==> src/rtl/hazard_detect_unit.sv <==
// Pipeline hazard controller: load-use stall, taken-branch flush, memory-wait freeze with watchdog.
// Optional perf counters are enabled with `define HAZARD_PERF_CNT_EN.
module hazard_detect_unit #(
    parameter int unsigned TIMEOUT_CYCLES = 255,
    parameter int unsigned CNT_W          = 8
) (
    input  logic       clk,
    input  logic       reset,
    input  logic       ID_EX_MemRead,
    input  logic [4:0] ID_EX_RegisterRt,
    input  logic [4:0] IF_ID_RegisterRs,
    input  logic [4:0] IF_ID_RegisterRt,
    input  logic       IF_ID_UsesRt,
    input  logic       EX_MEM_Branch,
    input  logic       EX_MEM_Zero,
    input  logic       EX_MEM_MemRead,
    input  logic       EX_MEM_MemWrite,
    input  logic       mem_ready,
    output logic       PCWrite,
    output logic       IF_ID_Write,
    output logic       IF_ID_Flush,
    output logic       ID_Flush_lwstall,
    output logic       ID_Flush_Branch,
    output logic       EX_Flush,
    output logic       Freeze,
    output logic       mem_timeout
`ifdef HAZARD_PERF_CNT_EN
    ,
    output logic [15:0] lwstall_cnt,
    output logic [15:0] brflush_cnt,
    output logic [15:0] memwait_cnt
`endif
);

    typedef enum logic [1:0] {
        ST_RUN,
        ST_LWS,
        ST_MWAIT
    } state_t;

    localparam logic [CNT_W-1:0] TO_LAST = CNT_W'(TIMEOUT_CYCLES - 1);

    state_t           state_q, state_d;
    logic [CNT_W-1:0] cnt_q, cnt_d;
    logic             mem_timeout_q, mem_timeout_d;

    logic lu, br, mb;

    always_comb begin
        lu = ID_EX_MemRead && (ID_EX_RegisterRt != 5'd0) &&
             ((ID_EX_RegisterRt == IF_ID_RegisterRs) ||
              (IF_ID_UsesRt && (ID_EX_RegisterRt == IF_ID_RegisterRt)));
        br = EX_MEM_Branch && EX_MEM_Zero;
        mb = (EX_MEM_MemRead || EX_MEM_MemWrite) && !mem_ready;
    end

    always_comb begin
        PCWrite          = 1'b1;
        IF_ID_Write      = 1'b1;
        IF_ID_Flush      = 1'b0;
        ID_Flush_lwstall = 1'b0;
        ID_Flush_Branch  = 1'b0;
        EX_Flush         = 1'b0;
        Freeze           = 1'b0;
        state_d          = state_q;
        cnt_d            = cnt_q;
        mem_timeout_d    = mem_timeout_q;

        if (!reset) begin
            PCWrite       = 1'b0;
            IF_ID_Write   = 1'b0;
            state_d       = ST_RUN;
            cnt_d         = '0;
            mem_timeout_d = 1'b0;
        end else begin
            // Output priority: memory freeze, then branch flush, then load-use stall.
            if (mb) begin
                Freeze      = 1'b1;
                PCWrite     = 1'b0;
                IF_ID_Write = 1'b0;
            end else if (br) begin
                IF_ID_Flush     = 1'b1;
                ID_Flush_Branch = 1'b1;
                EX_Flush        = 1'b1;
            end else if (lu && (state_q != ST_LWS)) begin
                ID_Flush_lwstall = 1'b1;
                PCWrite          = 1'b0;
                IF_ID_Write      = 1'b0;
            end

            case (state_q)
                ST_RUN: begin
                    if (mb)
                        state_d = ST_MWAIT;
                    else if (lu && !br)
                        state_d = ST_LWS;
                end
                ST_LWS: begin
                    state_d = mb ? ST_MWAIT : ST_RUN;
                end
                ST_MWAIT: begin
                    if (mem_ready) begin
                        state_d = ST_RUN;
                        cnt_d   = '0;
                    end else begin
                        if (cnt_q != '1)
                            cnt_d = cnt_q + CNT_W'(1);
                        if (cnt_q == TO_LAST)
                            mem_timeout_d = 1'b1;
                    end
                end
                default: state_d = ST_RUN;
            endcase
        end
    end

    always_ff @(posedge clk) begin
        state_q       <= state_d;
        cnt_q         <= cnt_d;
        mem_timeout_q <= mem_timeout_d;
    end

    assign mem_timeout = mem_timeout_q;

`ifdef HAZARD_PERF_CNT_EN
    logic [15:0] lwstall_cnt_q, lwstall_cnt_d;
    logic [15:0] brflush_cnt_q, brflush_cnt_d;
    logic [15:0] memwait_cnt_q, memwait_cnt_d;

    always_comb begin
        lwstall_cnt_d = lwstall_cnt_q;
        brflush_cnt_d = brflush_cnt_q;
        memwait_cnt_d = memwait_cnt_q;
        if (!reset) begin
            lwstall_cnt_d = '0;
            brflush_cnt_d = '0;
            memwait_cnt_d = '0;
        end else begin
            if (ID_Flush_lwstall && (lwstall_cnt_q != '1))
                lwstall_cnt_d = lwstall_cnt_q + 16'd1;
            if (ID_Flush_Branch && (brflush_cnt_q != '1))
                brflush_cnt_d = brflush_cnt_q + 16'd1;
            if (Freeze && (memwait_cnt_q != '1))
                memwait_cnt_d = memwait_cnt_q + 16'd1;
        end
    end

    always_ff @(posedge clk) begin
        lwstall_cnt_q <= lwstall_cnt_d;
        brflush_cnt_q <= brflush_cnt_d;
        memwait_cnt_q <= memwait_cnt_d;
    end

    assign lwstall_cnt = lwstall_cnt_q;
    assign brflush_cnt = brflush_cnt_q;
    assign memwait_cnt = memwait_cnt_q;
`endif

endmodule

==> config.mk <==
export PLATFORM = sky130hd
export DESIGN_NAME = hazard_detect_unit
export DESIGN_NICKNAME = d
export VERILOG_FILES = /design/src/rtl/hazard_detect_unit.sv
export SDC_FILE = /design/constraint.sdc
export NUM_CORES = 1
export LEC_CHECK = 0
export ABC_AREA = 1
export CORE_MARGIN = 2
export CORE_UTILIZATION = 48
export DETAILED_ROUTE_END_ITERATION = 12
export HOLD_SLACK_MARGIN = 0.02
export PLACE_DENSITY_LB_ADDON = 0.25
export SYNTH_ARGS = -nofsm -noshare
export SYNTH_HDL_FRONTEND = slang
export SYNTH_SLANG_ARGS = --single-unit
==> constraint.sdc <==
create_clock -name clk -period 2.9 [get_ports clk]
set_input_delay 0.58 -clock clk [delete_from_list [all_inputs] [get_ports clk]]
set_output_delay 0.58 -clock clk [all_outputs]
set_load 0.01 [all_outputs]
-- Word-level counts from Yosys, hierarchy flattened
Index checks and enable logic that the tools add are counted.
- reductions and logical operators: 17
- bitwise operators: 1
- equality and inequality tests: 9
- multiplexer cells: 20
- add/sub/neg operators: 1
- operator list (operator ; number):
    $mux 8 ; 2
    $mux 1 ; 13
    $eq 5x5->1 ; 2
    $add 8x1->8 const B ; 1
    $eq 8x8->1 const B ; 1
    $mux 2 ; 4
    $ne 8x8->1 const B ; 1
    $logic_and 1x1->1 ; 7
    $pmux 2 s3 ; 1
    $reduce_bool 5->1 ; 1
    $reduce_and 2->1 ; 2
    $ne 3x3->1 const B ; 1
    $reduce_and 3->1 ; 1
    $eq 2x1->1 const B ; 1
    $eq 2x2->1 const B ; 1
    $logic_not 1->1 ; 2
    $logic_not 2->1 ; 1
    $logic_or 1x1->1 ; 2
    $ne 2x1->1 const B ; 1
    $ne 2x2->1 const B ; 1
    $reduce_bool 2->1 ; 1
    $not 1->1 ; 1
- input bits: 24
- output and inout port bits: 8
- logic and storage cells: 51
- register bits: 11

-- Longest topological paths before layout
- depth in word-level cells: 9
- mapped depth: 10

-- Worst setup path before layout
OpenSTA, ideal clock, no wires.
- path type: in2out
- start: in EX_MEM_MemWrite
- end: out ID_Flush_Branch
- slack: 0.813 ns
- stages: 6
- data required time: 2.320 ns
- arrival: 1.507 ns
- cell sequence: o21ai_0 > inv_1 > nor2_1 > inv_1 > nor2_1 > buf_4
- word-level cells in the longest chain between the ends: 4
- RTL lines (element ; RTL line ; source):
    start, declared ; 17 ; input logic EX_MEM_MemWrite,
    $logic_or 1x1->1 ; 54 ; mb = (EX_MEM_MemRead || EX_MEM_MemWrite) && !mem_ready;
    $logic_and 1x1->1 ; 54 ;
    $mux 1 (2 in series) ; - ;
    end, declared ; 23 ; output logic ID_Flush_Branch,
No other way between the ends.

-- Worst setup path after layout
- start: in mem_ready
- end: out ID_Flush_Branch
- word-level cells in the longest chain between the ends: 4
- RTL lines (element ; RTL line ; source):
    start, declared ; 18 ; input logic mem_ready,
    $logic_not 1->1 ; 54 ;
    $logic_and 1x1->1 ; 54 ;
    $mux 1 ; 77 ; if (mb) begin
    $mux 1 ; 69 ; if (!reset) begin
No other way between the ends.

==> summary.md <==
| Metric | Value |
|---|---|
| Wire length of the first global-routing pass | `4.15 mm` |
| Source of the worst register-to-register timing path | `cnt_q[0]` |
| Most common cell after layout, fill and taps aside | `nand2_1` |
| Commonest cells after routing, fill and taps aside | `47 x nand2_1, 35 x inv_1, 26 x clkdlybuf4s50_1` |
| Worst supply voltage drop on vdd | `283 µV` |
| Yosys warning total | `0` |
| Cell Chain, Critical Path | `clkdlybuf4s50_1, inv_1, o21ai_0, inv_1, nor2_2, inv_1, nor2_2, clkdlybuf4s50_1` |
| Number of standard cells after synthesis | `164` |
| Max Clock Freq | `0.362 GHz` |
| Area grow syn2layout | `40.9%` |
| Ratio of cells with drive above 1 in the final layout | `12.6%` |
| Skew final | `0.00462 ns` |
| Detail Placement HPWL | `1.84 mm` |
| Most repeated library cell on the critical path | `inv_1` |
| Critical Path Start Type | `input pin` |
| Net load switching power | `0.105 mW` |
| Highest cell delay on the worst timing path | `0.55 ns` |
| Register-to-Register Path Depth | `10` |
| Number of global-route vias before repair | `1079` |
| Antenna violations before repair | `0` |
| Type of the setup path with the least slack | `input pin to primary output` |
| Finished layout cell area | `1340 µm²` |
| Weighted congestion reported at the end of routability-driven placement | `0.865` |
| Internal power component | `0.259 mW` |
| Reg2Reg Setup Slack | `1.43 ns` |
| Power density of the placed cells | `272 nW/µm²` |
| Setup TNS after final layout | `0 ns` |
| Switching power share of the total | `28.8%` |
| Static power due to leakage | `0.685 nW` |
| Area of placed instances | `1290 µm²` |
| Flip-flop and latch count after synthesis | `11` |
| Clock edge transition at the registers on the reported setup and hold paths | `0.07 ns` |
| Worst-case headroom to the max-slew limit | `62.9%` |
| Count of standard-cell rows | `16` |
| Part of the total power dissipated in combinational logic | `27.5%` |
| Number of levels the H-tree was split into | `1` |
| Clock sink count | `11` |
| Count of hold buffers inserted by post-cts repair | `0` |
| CP Depth | `8` |
| Clock tree from TritonCTS | `built` |
| Vertical die dimension | `48.5 µm` |
| Number of iterations in the first detailed-routing pass | `4` |
| Routed WL per cell | `9.75 µm` |
| Mapped cell area | `948 µm²` |
| DRT antenna net count | `0` |
| Final critical path time including I/O delays and setup | `2.76 ns` |
| Final Worst Setup Slack | `0.137 ns` |
| Endpoint of the worst setup timing path | `ID_Flush_Branch` |
| Kind of capture point of the worst setup path | `primary output` |
| Required @ worst endpoint | `2.32 ns` |
| Worst Max-Slew Pin Slew | `0.550 ns` |
| Overall fraction of global-route tracks in use | `21.9%` |
| Critical path launch point | `mem_ready` |
| Post-route clock period utilization | `95.3%` |
| Maximum number of pins on one net before global-route repair | `10` |
| Capture instance of the worst register-to-register path | `cnt_q[6]` |
| Number of placed I/O pins | `32` |
| Buffers inserted by post-CTS timing repair | `0` |
| Fraction of power consumed by sequential logic | `42.8%` |
| Final net count | `226` |
| Number of placed cells counting well taps | `222` |
| Post-synthesis area per instance | `5.78 µm²` |
| DR DRC count | `0` |
| Count of different cell masters after synthesis | `21` |
| Clock share of power | `29.7%` |
| Arrival @ worst endpoint | `2.18 ns` |
| Initial cell density of the core | `49.9%` |
| CTS Root Buffer Type | `clkbuf_4` |
| Outcome | `completed` |
| Remaining global-route overflow | `0` |
| Antenna diodes | `0` |
| Core Area | `1900 µm²` |
| Sequential-to-total area share from yosys stat | `23.2%` |
| Non-filler instance count after layout | `226` |
| IO buf count | `31` |
| Post-synth net total | `190` |
| Max-Cap Viols | `0` |
| Buffering stage count on the worst path with inverters included | `5` |
| Filler Cells Inserted | `177` |
| Crit-path leading delay family | `buffers and inverters` |
| Maximum buffer depth of the clock tree | `2` |
| Final wirelength | `2.20 mm` |
| Number of hold violations in the final report | `0` |
| Worst-path maximum fanout | `3` |
| Source-to-sink clock delay at the later pin of the worst-skew pair | `0.27 ns` |
| Power after layout | `0.364 mW` |
| Slew Viols, Final | `0` |
| Hold Crit Class | `flop to flop` |
| Clock buffer count from CTS | `3` |
| Die Wd | `48.5 µm` |
| Vias per Instance | `4.65` |
| Violation count after the first detailed-route iteration | `24` |
| Via Count | `1050` |
| Die footprint | `2350 µm²` |
| Worst slack, placed | `0.0420 ns` |
| Setup-violating endpoint count in the final report | `0` |
| Slowest library cell on the worst path | `clkdlybuf4s50_1` |
==> worst min path at each step <==
stage | start | cells past startpoint | to | slack (ns)
global route | mem_timeout | 2 | mem_timeout | 0.53
detailed placement | mem_timeout | 2 | mem_timeout | 0.47
CTS | mem_timeout | 2 | mem_timeout | 0.49
global placement | mem_timeout | 2 | mem_timeout | 0.45
finish | mem_timeout | 2 | mem_timeout | 0.49
floorplan | state_q[0] | 2 | state_q[0] | 0.47
==> logic make-up after synthesis <==
kind of cell	after synthesis	synth area share (%)
adder cells (fa/ha/maj)	2	2.64
buffers and inverters	40	17.5
XOR/XNOR	1	0.924
AO/OA/AOI/OAI	10	6.33
flip-flops	11	23.2
AND/OR/NAND/NOR	100	49.3
==> metrics by stage <==
| stage | hold slack, ns | util (%) |
|---|---|---|
| after CTS | 0.491 | 69.3 |
| after floorplan | 0.467 | - |
| after detailed placement | 0.475 | 68.0 |
| after global routing | 0.527 | 70.3 |
| after global placement | 0.449 | 68.0 |
| final | 0.489 | 70.3 |
==> power groups by stage <==
stage                     registers (mW)  clock network, mW  logic (mW)
after floorplan                    0.159                  0      0.0471
after global placement             0.159                  0      0.0974
after detailed placement           0.159                  0      0.0998
after CTS                          0.156              0.110       0.101
after global routing               0.156              0.114       0.112
final                              0.156              0.108       0.100
==> registers in the layout (all words and copies together), names as in the netlist <==
signal	count
cnt_q	8
state_q	2
mem_timeout	1
==> worst reg2reg max path, cell delays in order, from the launching register on <==
cell and delay (ns):
dfxtp_1 0.46, ha_1 0.21, inv_1 0.08, nor2_4 0.15, nand3_4 0.09, nand2_4 0.11, inv_6 0.07, nand2_2 0.06
nand2_1 0.05, nand2_1 0.06, nor2_2 0.03
==> Yosys cell counts <==
master / count / area [µm²]
nand2_1: 47 / 176
inv_1: 35 / 131
nor2_1: 24 / 90.1
nand3_1: 12 / 60.1
dfxtp_1: 11 / 220
nor2_2: 6 / 37.5
a21oi_1: 4 / 20.0
o21ai_0: 4 / 20.0
buf_4: 3 / 22.5
nand4_1: 3 / 18.8
nor2_4: 3 / 33.8
ha_1: 2 / 25.0
nand2_2: 2 / 12.5
a211oi_2: 1 / 12.5
inv_2: 1 / 3.75
inv_6: 1 / 8.76
nand2_4: 1 / 11.3
nand3_4: 1 / 17.5
nor3_2: 1 / 10.0
o21a_1: 1 / 7.51
xnor2_1: 1 / 8.76
==> area by class of cell <==
class	count	area (µm²)	area share [%]
Multi-Input combinational cell	113	567	42.4
Clock buffer	4	26.3	1.97
Tap cell	27	33.8	2.53
Timing Repair Buffer	34	345	25.8
Inverter	37	144	10.8
Sequential cell	11	220	16.5
==> layer usage <==
metal  GRT usage (%)  wire length, µm  up-vias
li1                -                -      559
met4            5.24                7        0
met2            40.0             1170       26
met3            6.79              123        2
met1            24.9              908      463
met5               0                0        -
==> repair_timing <==
| action | CTS | global route |
|---|---|---|
| setup endpoints to repair | 0 | 6 |
| resized for setup | 0 | 7 |
| hold endpoints to repair | 0 | 0 |
No activity file was read; power rests on OpenSTA's default activity.
